<file path="config.mk">
export PLATFORM = sky130hd
export DESIGN_NAME = fwd_hazard_unit_flat
export DESIGN_NICKNAME = d
export VERILOG_FILES = /design/src/rtl/fwd_hazard_unit_pkg.sv /design/src/rtl/fwd_hazard_unit_if.sv /design/src/rtl/fwd_hazard_unit_mux.sv /design/src/rtl/fwd_hazard_unit.sv /design/src/flat_wrapper.sv
export SDC_FILE = /design/constraint.sdc
export NUM_CORES = 1
export LEC_CHECK = 0
export CORE_UTILIZATION = 41
export CTS_BUF_LIST = sky130_fd_sc_hd__clkbuf_8
export CTS_CLUSTER_DIAMETER = 200
export DETAILED_ROUTE_END_ITERATION = 8
export PLACE_DENSITY = 0.83
export SYNTH_ARGS = -nofsm -noshare
export SYNTH_HDL_FRONTEND = slang
export SYNTH_SLANG_ARGS = --single-unit
</file>
<file path="constraint.sdc">
create_clock -name clk -period 5.6 [get_ports clk]
set_input_delay 1.12 -clock clk [delete_from_list [all_inputs] [get_ports clk]]
set_output_delay 1.12 -clock clk [all_outputs]
set_load 0.005 [all_outputs]
</file>
<file path="src/rtl/fwd_hazard_unit_pkg.sv">
// pipe_pkg: selector codes, hazard FSM encoding and default widths shared by the pipeline blocks.
package pipe_pkg;
  localparam int REG_W_D = 5;
  localparam int DATA_W_D = 32;
  localparam logic [1:0] FWD_RF = 2'd0;
  localparam logic [1:0] FWD_MEM = 2'd1;
  localparam logic [1:0] FWD_WB = 2'd2;
  localparam logic [1:0] FWD_SH = 2'd3;
  typedef enum logic {HZ_IDLE, HZ_STALL} hz_state_t;
endpackage

</file>
<file path="src/rtl/fwd_hazard_unit_if.sv">
// fwd_hazard_unit_if: pipeline-side operand, writeback and hazard signals seen by the forwarding unit.
interface fwd_hazard_unit_if
  import pipe_pkg::*;
#(
  parameter int DATA_W = DATA_W_D,
  parameter int REG_W = REG_W_D,
  parameter int NUM_SRC = 2,
  parameter int CNT_W = 16
);
  logic flush;
  logic [NUM_SRC*REG_W-1:0] ex_src_reg;
  logic [NUM_SRC*DATA_W-1:0] ex_src_data;
  logic [REG_W-1:0] mem_reg;
  logic [DATA_W-1:0] mem_data;
  logic mem_regwr;
  logic mem_memread;
  logic [REG_W-1:0] wb_reg;
  logic [DATA_W-1:0] wb_data;
  logic wb_regwr;
  logic [NUM_SRC*REG_W-1:0] id_src_reg;
  logic [NUM_SRC-1:0] id_src_used;
  logic [REG_W-1:0] ex_reg;
  logic ex_memread;
  logic [NUM_SRC*DATA_W-1:0] fwd_data;
  logic [NUM_SRC*2-1:0] fwd_sel;
  logic stall;
  logic [CNT_W-1:0] stall_count;
  modport master(
    output flush, ex_src_reg, ex_src_data, mem_reg, mem_data, mem_regwr, mem_memread,
           wb_reg, wb_data, wb_regwr, id_src_reg, id_src_used, ex_reg, ex_memread,
    input fwd_data, fwd_sel, stall, stall_count
  );
  modport slave(
    input flush, ex_src_reg, ex_src_data, mem_reg, mem_data, mem_regwr, mem_memread,
          wb_reg, wb_data, wb_regwr, id_src_reg, id_src_used, ex_reg, ex_memread,
    output fwd_data, fwd_sel, stall, stall_count
  );
endinterface

</file>
<file path="src/rtl/fwd_hazard_unit_mux.sv">
// fwd_mux: per-operand priority select MEM > WB > shadow > regfile; register 0 always reads the regfile.
module fwd_mux
  import pipe_pkg::*;
#(
  parameter int DATA_W = DATA_W_D,
  parameter int REG_W = REG_W_D,
  parameter bit SHADOW_EN = 1'b1
) (
  input  logic [REG_W-1:0]  src_reg,
  input  logic [DATA_W-1:0] src_data,
  input  logic [REG_W-1:0]  mem_reg,
  input  logic [DATA_W-1:0] mem_data,
  input  logic              mem_regwr,
  input  logic              mem_memread,
  input  logic [REG_W-1:0]  wb_reg,
  input  logic [DATA_W-1:0] wb_data,
  input  logic              wb_regwr,
  input  logic              sh_valid,
  input  logic [REG_W-1:0]  sh_reg,
  input  logic [DATA_W-1:0] sh_data,
  output logic [DATA_W-1:0] data,
  output logic [1:0]        sel
);
  always_comb begin
    sel = (src_reg == '0) ? FWD_RF :
          (mem_regwr && !mem_memread && mem_reg == src_reg) ? FWD_MEM :
          (wb_regwr && wb_reg == src_reg) ? FWD_WB :
          (SHADOW_EN && sh_valid && sh_reg == src_reg) ? FWD_SH : FWD_RF;
    data = (sel == FWD_MEM) ? mem_data :
           (sel == FWD_WB) ? wb_data :
           (sel == FWD_SH) ? sh_data : src_data;
  end
endmodule

</file>
<file path="src/rtl/fwd_hazard_unit.sv">
// fwd_hazard_unit: EX operand forwarding, one-cycle write-through shadow, load-use stall FSM and stall counter.
module fwd_hazard_unit
  import pipe_pkg::*;
#(
  parameter int DATA_W = DATA_W_D,
  parameter int REG_W = REG_W_D,
  parameter int NUM_SRC = 2,
  parameter int LOAD_STALL = 1,
  parameter bit SHADOW_EN = 1'b1,
  parameter int CNT_W = 16
) (
  input logic clk,
  input logic reset,
  fwd_hazard_unit_if.slave bus
);
  logic sh_valid;
  logic [REG_W-1:0] sh_reg;
  logic [DATA_W-1:0] sh_data;
  hz_state_t state;
  logic [3:0] rem;
  logic hit;
  logic haz;
  logic stall;
  logic [CNT_W-1:0] cnt;
  for (genvar i = 0; i < NUM_SRC; i++) begin : g_src
    fwd_mux #(.DATA_W(DATA_W), .REG_W(REG_W), .SHADOW_EN(SHADOW_EN)) u_mux (
      .src_reg(bus.ex_src_reg[i*REG_W +: REG_W]),
      .src_data(bus.ex_src_data[i*DATA_W +: DATA_W]),
      .mem_reg(bus.mem_reg),
      .mem_data(bus.mem_data),
      .mem_regwr(bus.mem_regwr),
      .mem_memread(bus.mem_memread),
      .wb_reg(bus.wb_reg),
      .wb_data(bus.wb_data),
      .wb_regwr(bus.wb_regwr),
      .sh_valid(sh_valid),
      .sh_reg(sh_reg),
      .sh_data(sh_data),
      .data(bus.fwd_data[i*DATA_W +: DATA_W]),
      .sel(bus.fwd_sel[i*2 +: 2])
    );
  end
  always_comb begin
    hit = 1'b0;
    for (int j = 0; j < NUM_SRC; j++)
      hit = hit | (bus.id_src_used[j] && bus.id_src_reg[j*REG_W +: REG_W] == bus.ex_reg);
    haz = bus.ex_memread && bus.ex_reg != '0 && hit;
    stall = !reset && !bus.flush && (state == HZ_STALL || haz);
  end
  // The first stall cycle is the detection cycle itself; STALL covers the remaining LOAD_STALL-1.
  always_ff @(posedge clk) begin
    if (reset) begin
      state <= HZ_IDLE;
      rem <= '0;
      sh_valid <= 1'b0;
      cnt <= '0;
    end else begin
      sh_reg <= bus.wb_reg;
      sh_data <= bus.wb_data;
      sh_valid <= bus.wb_regwr && bus.wb_reg != '0;
      if (stall && cnt != '1) cnt <= cnt + 1'b1;
      if (bus.flush) begin
        state <= HZ_IDLE;
        rem <= '0;
      end else if (state == HZ_STALL) begin
        rem <= rem - 1'b1;
        if (rem == 4'd1) state <= HZ_IDLE;
      end else if (haz && LOAD_STALL > 1) begin
        state <= HZ_STALL;
        rem <= 4'(LOAD_STALL - 1);
      end
    end
  end
  assign bus.stall = stall;
  assign bus.stall_count = cnt;
endmodule

</file>
<file path="src/flat_wrapper.sv">
// flat-port wrapper written by rule: the top's interface ports become plain ports
module fwd_hazard_unit_flat import pipe_pkg::*;
#(
  parameter int DATA_W = DATA_W_D,
  parameter int REG_W = REG_W_D,
  parameter int NUM_SRC = 2,
  parameter int LOAD_STALL = 1,
  parameter bit SHADOW_EN = 1'b1,
  parameter int CNT_W = 16
)
  (clk, reset, bus_flush, bus_ex_src_reg, bus_ex_src_data, bus_mem_reg, bus_mem_data, bus_mem_regwr, bus_mem_memread, bus_wb_reg, bus_wb_data, bus_wb_regwr, bus_id_src_reg, bus_id_src_used, bus_ex_reg, bus_ex_memread, bus_fwd_data, bus_fwd_sel, bus_stall, bus_stall_count);
  fwd_hazard_unit_if #(.DATA_W(DATA_W), .REG_W(REG_W), .NUM_SRC(NUM_SRC), .CNT_W(CNT_W)) bus_i ();
  input logic clk;
  input logic reset;
  input wire logic [$bits(bus_i.flush)-1:0] bus_flush;
  input wire logic [$bits(bus_i.ex_src_reg)-1:0] bus_ex_src_reg;
  input wire logic [$bits(bus_i.ex_src_data)-1:0] bus_ex_src_data;
  input wire logic [$bits(bus_i.mem_reg)-1:0] bus_mem_reg;
  input wire logic [$bits(bus_i.mem_data)-1:0] bus_mem_data;
  input wire logic [$bits(bus_i.mem_regwr)-1:0] bus_mem_regwr;
  input wire logic [$bits(bus_i.mem_memread)-1:0] bus_mem_memread;
  input wire logic [$bits(bus_i.wb_reg)-1:0] bus_wb_reg;
  input wire logic [$bits(bus_i.wb_data)-1:0] bus_wb_data;
  input wire logic [$bits(bus_i.wb_regwr)-1:0] bus_wb_regwr;
  input wire logic [$bits(bus_i.id_src_reg)-1:0] bus_id_src_reg;
  input wire logic [$bits(bus_i.id_src_used)-1:0] bus_id_src_used;
  input wire logic [$bits(bus_i.ex_reg)-1:0] bus_ex_reg;
  input wire logic [$bits(bus_i.ex_memread)-1:0] bus_ex_memread;
  output wire logic [$bits(bus_i.fwd_data)-1:0] bus_fwd_data;
  output wire logic [$bits(bus_i.fwd_sel)-1:0] bus_fwd_sel;
  output wire logic [$bits(bus_i.stall)-1:0] bus_stall;
  output wire logic [$bits(bus_i.stall_count)-1:0] bus_stall_count;
  assign bus_i.flush = bus_flush;
  assign bus_i.ex_src_reg = bus_ex_src_reg;
  assign bus_i.ex_src_data = bus_ex_src_data;
  assign bus_i.mem_reg = bus_mem_reg;
  assign bus_i.mem_data = bus_mem_data;
  assign bus_i.mem_regwr = bus_mem_regwr;
  assign bus_i.mem_memread = bus_mem_memread;
  assign bus_i.wb_reg = bus_wb_reg;
  assign bus_i.wb_data = bus_wb_data;
  assign bus_i.wb_regwr = bus_wb_regwr;
  assign bus_i.id_src_reg = bus_id_src_reg;
  assign bus_i.id_src_used = bus_id_src_used;
  assign bus_i.ex_reg = bus_ex_reg;
  assign bus_i.ex_memread = bus_ex_memread;
  assign bus_fwd_data = bus_i.fwd_data;
  assign bus_fwd_sel = bus_i.fwd_sel;
  assign bus_stall = bus_i.stall;
  assign bus_stall_count = bus_i.stall_count;
  fwd_hazard_unit #(.DATA_W(DATA_W), .REG_W(REG_W), .NUM_SRC(NUM_SRC), .LOAD_STALL(LOAD_STALL), .SHADOW_EN(SHADOW_EN), .CNT_W(CNT_W)) u_core (.clk(clk), .reset(reset), .bus(bus_i));
endmodule
</file>
==> results by group <==
Timing
  – Fin Setup TNS: 0 ns
  – Setup violations, final: 0
  – Final hold violations: 0
  – FMAX: ~0.19 GHz
  – Period utilisation layout: 96.2%
  – RSZ-0062 raised after global routing: no
  – Worst Clk Skew: 0.00963 ns
  – Least-Margin Pin Slew: between 1 and 1.5 ns
  – Rel. slew slack: 20.6%
  – Slew Viols, Final: 0
  – Final worst slack: roughly 0.21 ns
  – Hold slack final: between 0.5 and 0.6 ns
  – Post-route minimum period: 5.39 ns

Yosys
  – Yosys cell types: 57
  – Most instantiated cells after synthesis: nor2_1, edfxtp_1, xnor2_1, clkbuf_1
  – Flop and latch count out of synthesis: 59
  – Sequential area share after synthesis: 32.0%
  – Gate Count Post-Synth: 590
  – Synthesized area per cell: ~8.2 um2
  – Post-Syn Nets: 765
  – Yosys top cell area share: 22.9%
  – Synth top area cells: edfxtp_1, nor2_1, dfxtp_1
  – Asr flop ratio synth: 0%
  – Largest area contributor in the netlist: edfxtp_1
  – Yosys warnings: 0
  – Mapped Area: 4850 um2
  – Count leader, synth: nor2_1
  – Most used DFF post-synth: edfxtp_1
  – EDFF count, synth: 37

Final layout
  – Design area: 7670 um2
  – Final #Nets: 1,000
  – Inserted Diodes: 0
  – Area grow syn2layout: 58.2%
  – Share of post-route cells with drive strength above 1: 8.80%
  – Max reg flops: 32
  – Layout fillers: 913

CTS
  – Post-CTS sizing: 0
  – Clk slew on worst S/H paths: roughly 0.070 ns
  – Post-CTS Setup Inserts: 0
  – H-tree depth reported by CTS: 3
  – Root Buffer: clkbuf_8
  – CTS Hold Bufs: 0
  – Clk_lat worst skew: 0.34 ns
  – Max Buffers Root-to-Sink: 2
  – Clock sinks: 59
  – CTS tree: yes
  – Num CTS Buffers: 9

Hold path
  – Min-Delay Path Class: flip-flop to flip-flop

Critical path
  – Critical path's slowest cell: nor3_2
  – Most used cell, CP: clkdlybuf4s50_1
  – CP Max Fanout: 15
  – Worst Path Arrival: around 4.3 ns
  – Critical path buffers and inverters: 2
  – Critical Path RT: ~4.5 ns
  – CP Capture Type: output port
  – CP Cell Sequence: clkdlybuf4s50_1 > xnor2_1 > nand4_1 > or2_1 > nor3_2 > a222oi_1 > nor2_1 > clkdlybuf4s50_1
  – CP top delay family: simple AND/OR/NAND/NOR gates
  – Worst Path Class, Setup: input pin to output port
  – Worst stage delay on the critical path: between 0.9 and 1 ns
  – Startpoint types: input pin

Pwr
  – Leakage: around 0.0027 uW
  – Power Density: 166 nW/um2
  – Maximum vdd drop: 0.131 mV

Route
  – 1st-pass router iterations: 8
  – Total Wirelength: between 20,000 and 25,000 um
  – DRT iter0 DRCs: 636
  – Via count: between 5,000 and 6,000
  – Antenna-violating nets left: 0
  – Wire per inst: 20.6 um
  – DRC viols: 0
  – Vias per cell: 6.10

Global route
  – Vias in the first global route: 5,834
  – Initial antenna violation count: 0
  – First-pass GRT wire length: between 30,000 and 40,000 um
  – GR Overflow Total: 0
  – Pin count of the biggest net entering global routing: 44
  – Total track usage: 31.9%

Floorplanning
  – Io pins: 257
  – Die area: 12,300 um2
  – Std cell rows: 39
  – Die Ht: 111 um
  – X dimension of the die: 111 um
  – Starting Density: 42.3%
  – Core ar.: 11,500 um2

Placed design
  – Placement Setup Slack: between 0.2 and 0.3 ns
  – Port Buf Inserts: 256
  – Placed cell area: around 7500 um2
  – DPL Wire Length: 15,000 um
  – Routability cong.: 1.00

Job
  – Max_cap viols: 0

Run status
  – Status: completed
==> metal layers <==
metal | wire [um] | vias up | GRT usage [%]
li1 | - | 2689 | -
met1 | 7680 | 2805 | 38.1
met2 | 9840 | 374 | 55.1
met3 | 1760 | 67 | 6.07
met4 | 797 | 0 | 14.8
met5 | 0 | - | 0
==> cell families after synthesis <==
logic type                 share of synthesized area [%]
AOI/OAI and AO/OA                                   30.1
and+or+nand+nor                                     21.6
muxes                                               1.14
adders and majority gates                          0.774
xor gates and xnor gates                            7.77
DFF                                                 32.0
buffers and inverters                               6.60
==> cell usage in the layout (no fill, tap or decap), types with 4 or more instances in the layout <==
cell type	instances
nor3_1	7
clkbuf_8	9
nand4_1	8
inv_1	19
o311ai_0	4
clkdlybuf4s50_1	256
nand2_1	26
mux2_2	4
a31o_2	15
o2bb2ai_2	10
o22a_1	20
a222oi_1	26
nor2_1	147
xor2_1	10
or4_1	5
nand3_1	5
xnor2_1	33
or3_1	6
o2bb2ai_1	7
o22ai_1	22
buf_4	16
o21ai_0	17
o31a_1	18
edfxtp_1	37
a21oi_1	25
dfxtp_1	22
==> area by class of cell <==
class | count | area [um2] | area share (%)
Multi-Input combinational cell | 463 | 2980 | 38.9
Inverter | 20 | 75.1 | 0.979
Clock inverter | 7 | 73.8 | 0.962
Timing Repair Buffer | 272 | 2680 | 35.0
Sequential cell | 59 | 1550 | 20.2
Clock buffer | 9 | 124 | 1.62
Tap cell | 143 | 179 | 2.33
==> worst paths after layout <==
| check | from | to | slack [ns] | cells past startpoint |
|---|---|---|---|---|
| worst min register to register | u_core.rem[3]$_SDFFE_PN0P_ | u_core.state$_SDFF_PP0_ | 0.51 | 2 |
| worst max-delay path | bus_ex_src_reg[2] | bus_fwd_data[20] | 0.21 | 8 |
| worst min-delay path | u_core.rem[3]$_SDFFE_PN0P_ | u_core.state$_SDFF_PP0_ | 0.51 | 2 |
| worst max register to register | u_core.bus.stall_count[6]$_SDFFE_PP0P_ | u_core.bus.stall_count[7]$_SDFFE_PP0P_ | 3.33 | 6 |
==> where the power goes <==
part	internal, uW	total [uW]	switching, uW	leakage, uW
clock network	208	399	190	0.000101
logic	230	373	143	0.00209
registers	487	502	15.2	0.000539
total	925	1270	349	0.00273
==> worst min-delay path, stage by stage (launching register included) <==
cell and delay, ns:
dfxtp_1 0.33, nor2_1 0.08, a21oi_1 0.06
==> stage by stage <==
stage | total power (uW) | std cells | util, %
2_1_floorplan | 630 | 590 | -
3_3_place_gp | 872 | 957 | 65.2
3_5_place_dp | 879 | 957 | 65.2
4_1_cts | 1280 | 973 | 66.9
5_1_grt | 1330 | 973 | 66.9
6_report | 1270 | 973 | 66.9
No activity file was read; power rests on OpenSTA's default activity.
